===== config.mk =====
export PLATFORM = sky130hd
export DESIGN_NAME = uart_tx
export DESIGN_NICKNAME = d
export VERILOG_FILES = /design/src/rtl/uart_tx_pkg.sv /design/src/rtl/baudgen_tx.sv /design/src/rtl/uart_tx.sv
export SDC_FILE = /design/constraint.sdc
export NUM_CORES = 1
export LEC_CHECK = 0
export ABC_AREA = 1
export CORE_MARGIN = 3
export CORE_UTILIZATION = 57
export DETAILED_ROUTE_END_ITERATION = 8
export PLACE_DENSITY = 0.91
export SYNTH_ARGS = -nofsm -noshare
export SYNTH_HDL_FRONTEND = slang
export SYNTH_SLANG_ARGS = --single-unit

===== constraint.sdc =====
create_clock -name clk -period 2.5 [get_ports clk]
set_input_delay 0.375 -clock clk [delete_from_list [all_inputs] [get_ports clk]]
set_output_delay 0.375 -clock clk [all_outputs]
set_load 0.02 [all_outputs]

===== src/rtl/uart_tx_pkg.sv =====
// Shared definitions for the serial transmitter: baud divisor constants
// (cycles per bit at a 12 MHz system clock, shared with the receiver),
// frame length and the frame builder.
// Optional feature macro: UART_TX_PARITY_EN (adds an even-parity bit, 8E1).
package uart_tx_pkg;

    localparam int B115200 = 104;
    localparam int B57600  = 208;
    localparam int B38400  = 313;
    localparam int B19200  = 625;
    localparam int B9600   = 1250;
    localparam int B4800   = 2500;
    localparam int B2400   = 5000;
    localparam int B1200   = 10000;
    localparam int B600    = 20000;
    localparam int B300    = 40000;

`ifdef UART_TX_PARITY_EN
    localparam int FRAME_BITS = 11;
`else
    localparam int FRAME_BITS = 10;
`endif

    typedef logic [FRAME_BITS-1:0] frame_t;

    // Frame as it sits in the shift register: bit 0 goes out first.
    function automatic frame_t build_frame(input logic [7:0] byte_in);
`ifdef UART_TX_PARITY_EN
        return {1'b1, ^byte_in, byte_in, 1'b0};
`else
        return {1'b1, byte_in, 1'b0};
`endif
    endfunction

endpackage


===== src/rtl/baudgen_tx.sv =====
// Bit-rate tick generator for the transmitter. The tick lands on the last
// cycle of each bit period (the receiver's generator ticks at mid-bit).
// Optional feature macro: none here (UART_TX_PARITY_EN lives in the package).
module baudgen_tx
    import uart_tx_pkg::*;
#(
    parameter int BAUD = B115200
) (
    input  logic clk,
    input  logic clk_ena,
    output logic clk_out
);

    localparam int CW = (BAUD > 1) ? $clog2(BAUD) : 1;
    localparam logic [CW-1:0] LAST = CW'(BAUD - 1);

    logic [CW-1:0] count;

    // Count 0..BAUD-1 while enabled, hold at zero while disabled.
    always_ff @(posedge clk) begin
        if (!clk_ena) begin
            count <= '0;
        end else if (count == LAST) begin
            count <= '0;
        end else begin
            count <= count + 1'b1;
        end
    end

    assign clk_out = clk_ena && (count == LAST);

endmodule


===== src/rtl/uart_tx.sv =====
// Serial transmitter: one byte per start/ready handshake, sent LSB first
// as start bit, 8 data bits, optional even parity, stop bit.
// Optional feature macro: UART_TX_PARITY_EN (8E1 instead of 8N1).
module uart_tx
    import uart_tx_pkg::*;
#(
    parameter int BAUD = B115200
) (
    input  logic       clk,
    input  logic       rst,
    input  logic       start,
    input  logic [7:0] data,
    output logic       tx,
    output logic       ready
);

    typedef enum logic {
        IDLE  = 1'b0,
        TRANS = 1'b1
    } state_t;

    state_t     state;
    frame_t     shift_reg;
    logic [3:0] bit_cnt;
    logic       baud_ena;
    logic       baud_tick;

    // The divider runs only during a frame, so every frame starts on a fresh count.
    assign baud_ena = (state == TRANS) && !rst;

    baudgen_tx #(
        .BAUD (BAUD)
    ) u_baudgen (
        .clk     (clk),
        .clk_ena (baud_ena),
        .clk_out (baud_tick)
    );

    // Control FSM; tx and ready are registered from the pre-edge state so they trail acceptance by one edge.
    always_ff @(posedge clk) begin
        if (rst) begin
            state     <= IDLE;
            shift_reg <= '1;
            bit_cnt   <= '0;
            tx        <= 1'b1;
            ready     <= 1'b1;
        end else begin
            tx    <= (state == TRANS) ? shift_reg[0] : 1'b1;
            ready <= (state == IDLE);
            case (state)
                IDLE: begin
                    if (start) begin
                        shift_reg <= build_frame(data);
                        bit_cnt   <= '0;
                        state     <= TRANS;
                    end
                end
                TRANS: begin
                    if (baud_tick) begin
                        shift_reg <= {1'b1, shift_reg[FRAME_BITS-1:1]};
                        bit_cnt   <= bit_cnt + 4'd1;
                        if (bit_cnt == 4'(FRAME_BITS - 1)) begin
                            state <= IDLE;
                        end
                    end
                end
                default: begin
                    state <= IDLE;
                end
            endcase
        end
    end

endmodule


# After elaboration in Yosys (flattened, before gate mapping)
# Index checks and enable logic that the tools add are counted.
word_totals:
  inputBits: 11
  regBits: 24
  out_inout_bits: 2
classes:
  eq_ne: 4
  add_sub_neg: 2
  bitwise: 2
  reduce_logical: 6
  mux: 10
ops:
  columns: ["op", "count"]
  rows:
  - ["$mux W10", 2]
  - ["$pmux W10 S2", 1]
  - ["$mux W4", 2]
  - ["$pmux W4 S2", 1]
  - ["$add A7 B1 Y7 const B", 1]
  - ["$eq A7 B7 Y1 const B", 1]
  - ["$add A4 B1 Y4 const B", 1]
  - ["$eq A4 B4 Y1 const B", 1]
  - ["$reduce_or A2 Y1", 2]
  - ["$mux W1", 3]
  - ["$logic_and A1 B1 Y1", 2]
  - ["$ne A2 B1 Y1 const B", 1]
  - ["$ne A2 B2 Y1 const B", 1]
  - ["$not A1 Y1", 2]
  - ["$pmux W1 S2", 1]
  - ["$reduce_and A2 Y1", 1]
  - ["$logic_not A1 Y1", 1]

# Depth between registers and ports, before layout
logic_depth:
  depth_word: 5
  mapped_depth: 8
  ltp_nobuf: 8

# Hierarchy
# Synthesis repeated with hierarchy kept, for this count alone.
unflattened:
  hier_cells: 153
  area_unflattened_um2: 1072.3
modules_own_cells:
  columns: ["module", "seq_area_each_um2", "instances", "area_each_um2", "cells_per_inst"]
  rows:
  - ["uart_tx", 320.3, 1, 740.7, 106]
  - ["baudgen_tx", 140.1, 1, 331.6, 47]

# Worst setup path after synthesis
# Ideal clock, no wire load.
synth_path:
  kind: "reg-to-reg"
  startpoint: "register u_baudgen.count[0]"
  endpoint: "register shift_reg[8]"
  required_time_ns: 2.375
  path_slack_ns: 1.269
  period_less_slack_ns: 1.231
  setup_time_ns: 0.125
  arrival_ns: 1.106
  path_stages_with_launch: 8
  cell_sequence: "dfxtp_1 > ha_1 > nand2_2 > nor2_4 > nand3_4 > buf_6 > nand3_1 > nand3_1"
synth_between:
  elab_chain_cells: 4
synth_rtl:
  columns: ["element", "line", "rtl"]
  rows:
  - ["start, declared", "baudgen_tx.sv:17", "logic [CW-1:0] count;"]
  - ["start signal, assigned", "baudgen_tx.sv:26", "count <= count + 1'b1;"]
  - ["$eq A7 B7 Y1", "baudgen_tx.sv:30", "assign clk_out = clk_ena && (count == LAST);"]
  - ["$logic_and A1 B1 Y1", "baudgen_tx.sv:30", null]
  - ["$ne A2 B1 Y1 (no source line)", null, null]
  - ["$reduce_and A2 Y1 (no source line)", null, null]
  - ["end signal, assigned", "uart_tx.sv:53", "shift_reg <= build_frame(data);"]
  - ["end signal, assigned", "uart_tx.sv:60", "shift_reg <= {1'b1, shift_reg[FRAME_BITS-1:1]};"]
  - ["end, declared", "uart_tx.sv:23", "frame_t shift_reg;"]
# Every way passes these cells.
# A chain may end at the register's enable or synchronous reset.

# Worst setup path after layout
layout_path:
  startpoint: "register ready"
  endpoint: "output ready"
layout_rtl:
  columns: ["element", "line", "rtl"]
  rows:
  - ["start, declared", "uart_tx.sv:14", "output logic ready"]
  - ["start signal, assigned", "uart_tx.sv:49", "ready <= (state == IDLE);"]
# No word-level cell between the ends.

==> flow_metrics.env <==
export IMPL_outcome="finished clean"
export IMPL_cellLeakagePower_nw=0.520
export IMPL_ys_warnings_count=0
export IMPL_cts_tree="built"
export IMPL_timing_critical_path_max_delay_family="buffers and inverters"
export IMPL_clock_skew_ps=6.66
export IMPL_power_ir_vdd_worst_mv=0.371
export IMPL_clk_latency_worst_skew_pair_ps=300
export IMPL_first_pass_grt_wire_length_mm=3.38
export IMPL_first_pass_iters=5
export IMPL_min_tclk_post_route_ps=1590
export IMPL_share_of_the_yosys_chip_area_belonging_to_registers_pct=43.1
export IMPL_cts_repair_resized=0
export IMPL_setup_viol_count_final=0
export IMPL_antenna_violating_nets_post_route=0
export IMPL_tightest_hold_check_type="reg -> reg"
export IMPL_timing_setup_tns_ps=0
export IMPL_final_hold_worst_slack_ps=458
export IMPL_vias=933
export IMPL_post_synth_inst_count=141
export IMPL_worstSetupPathType="reg -> out"
export IMPL_post_synth_top_count_cell="sky130_fd_sc_hd__nand2_1"
export IMPL_layout_worst_path_cycle_share_pct=63.7
export IMPL_post_synth_main_area_contributors="sky130_fd_sc_hd__dfxtp_1 43%, sky130_fd_sc_hd__nand2_1 15%, sky130_fd_sc_hd__nand3_1 11%"
export IMPL_cp_start_kind="flop"
export IMPL_critical_path_arrival_ps=1220
export IMPL_numPlacedInstances=174
export IMPL_fp_dieW_um=49.3
export IMPL_clkTransAtPathRegs_ps=120
export IMPL_maxClockFrequency_mhz=628
export IMPL_grt_setup_unrepaired="no"
export IMPL_largest_reg_flops=9
export IMPL_timing_critical_path_fanout_max=1
export IMPL_netlist_area_leader_share_pct=43.1
export IMPL_post_synth_instance_area_um2=1070
export IMPL_areaGrowthSynthToFinish_pct=12.8
export IMPL_pwr_density_cell_nw_per_um2=551
export IMPL_grt_overflow_total=0
export IMPL_synth_seq_cells=23
export IMPL_slew_viol_final=0
export IMPL_critical_path_max_stage_delay_ps=590
export IMPL_synth_distinct_cells=23
export IMPL_ctsRootBufferMaster="sky130_fd_sc_hd__clkbuf_4"
export IMPL_floorplan_io_pins=13
export IMPL_htreeDepth=1
export IMPL_final_hold_viol_count=0
export IMPL_cp_cell_sequence="clkdlybuf4s50_1"
export IMPL_gp_congestion=0.796
export IMPL_drtIter0Drc=23
export IMPL_critical_path_required_ps=2120
export IMPL_cap_violations=0
export IMPL_tightest_pin_transition_ps=353
export IMPL_wl_per_cell_um=11.0
export IMPL_grt_antenna_before_repair=0
export IMPL_antenna_cells=0
export IMPL_worstPathBufferInverterCount=1
export IMPL_synth_edff_count=0
export IMPL_endpoint_kind="output port"
export IMPL_drive_above_1_share_pct=8.50
export IMPL_rows=15
export IMPL_floorplan_core_area_um2=1750
export IMPL_drt_drc_violations_left=0
export IMPL_synth_avg_cell_area_um2=7.58
export IMPL_clk_path_buf_depth=2
export IMPL_layout_nets=168
export IMPL_die_y_um=49.3
export IMPL_synth_area_leader_cell="sky130_fd_sc_hd__dfxtp_1"
export IMPL_buffers_added_on_ports=12
export IMPL_die_area_um2=2430
export IMPL_timing_slew_headroom_pct=76.5
export IMPL_clkSinkCount=23
export IMPL_routed_wl_mm=1.97
export IMPL_cp_slowest_cell="sky130_fd_sc_hd__clkdlybuf4s50_1"
export IMPL_post_synth_net_total=155
export IMPL_grt_pass1_vias=839
export IMPL_leading_cell_types_by_count_after_synthesis="43 x sky130_fd_sc_hd__nand2_1, 24 x sky130_fd_sc_hd__nand3_1, 23 x sky130_fd_sc_hd__dfxtp_1"
export IMPL_grt_total_usage_pct=17.3
export IMPL_cts_repair_timing_setup_buffer_count=0
export IMPL_synthArstFlopShare_pct=0
export IMPL_maximum_number_of_pins_on_one_net_before_global_route_repair=16
export IMPL_detailed_placement_wirelength_estimate_mm=1.46
export IMPL_vias_per_cell=5.24
export IMPL_ys_dominant_reg_cell="sky130_fd_sc_hd__dfxtp_1"
export IMPL_initial_utilization_pct=61.2
export IMPL_post_cts_hold_buffer_count=0
export IMPL_finish_cell_count_without_fillers=178
export IMPL_total_cts_buffers=3
==> path summary, 6_finish.rpt <==
check	cells after the start	slack (ps)	startpoint	end
worst max-delay path	1	910	ready	ready
worst min register to register	1	460	shift_reg[0]	tx
worst max register to register	6	990	state	bit_cnt[2]
worst min-delay path	1	460	shift_reg[0]	tx
==> layout by cell type (no fill, tap or decap), drive strengths merged <==
cell type	n
nand3	25
nor3	3
clkdlybuf4s50	12
nand2	46
or2	2
a21oi	6
xnor2	1
nor4	1
o21ai	4
or3	1
ha	3
nand4	1
inv	10
clkbuf	4
nor2	11
dfxtp	23
==> power breakdown <==
group | leakage (nW) | switching [mW] | internal [mW]
clock network | 0.0150 | 0.101 | 0.0621
logic | 0.316 | 0.0551 | 0.0444
registers | 0.188 | 0.0147 | 0.387
==> kinds of logic (layout without fill, tap and decap cells) <==
| family | count (synthesis) | count (layout) | share of synthesized area, % |
|---|---|---|---|
| AND/OR/NAND/NOR | 90 | 90 | 40.3 |
| flip-flops | 23 | 23 | 43.1 |
| buffers and inverters | 14 | 26 | 7.61 |
| AO/OA/AOI/OAI | 10 | 10 | 4.68 |
| adder cells (fa/ha/maj) | 3 | 3 | 3.51 |
| XOR/XNOR | 1 | 1 | 0.820 |
==> layout make-up <==
type,count,area [um^2]
clock buffer,4,26.3
fill,141,541
inverter,10,40.0
multi-input combinational,104,527
sequential,23,460
tap,25,31.3
timing repair buffer,12,120
==> worst reg2reg max path: cells and delay by family, from the launching register on <==
family                 cells  cell delay, ps
AND/OR/NAND/NOR            4             620
flip-flops                 1             550
buffers and inverters      1             140
AO/OA/AOI/OAI              1             120
==> metrics by stage <==
stage,instance area (um^2),utilization [%],setup slack [ps],power [mW]
after CTS,1200,69.0,898,0.668
after global routing,1200,69.0,862,0.697
after global placement,1180,67.5,766,0.505
after floorplan,1070,-,1270,0.482
final,1200,69.0,908,0.664
after detailed placement,1180,67.5,726,0.508
==> per-layer routing <==
| metal | share of wire (%) | wire length (um) | track usage (%) | vias up |
|---|---|---|---|---|
| met5 | 0 | 0 | 0 | - |
| met2 | 48 | 944 | 27.2 | 23 |
| li1 | - | - | - | 483 |
| met1 | 47 | 922 | 22.9 | 423 |
| met4 | 1.2 | 23 | 8.53 | 0 |
| met3 | 3.8 | 75 | 2.75 | 4 |
Note: power is estimated with default switching activity, not from simulation.
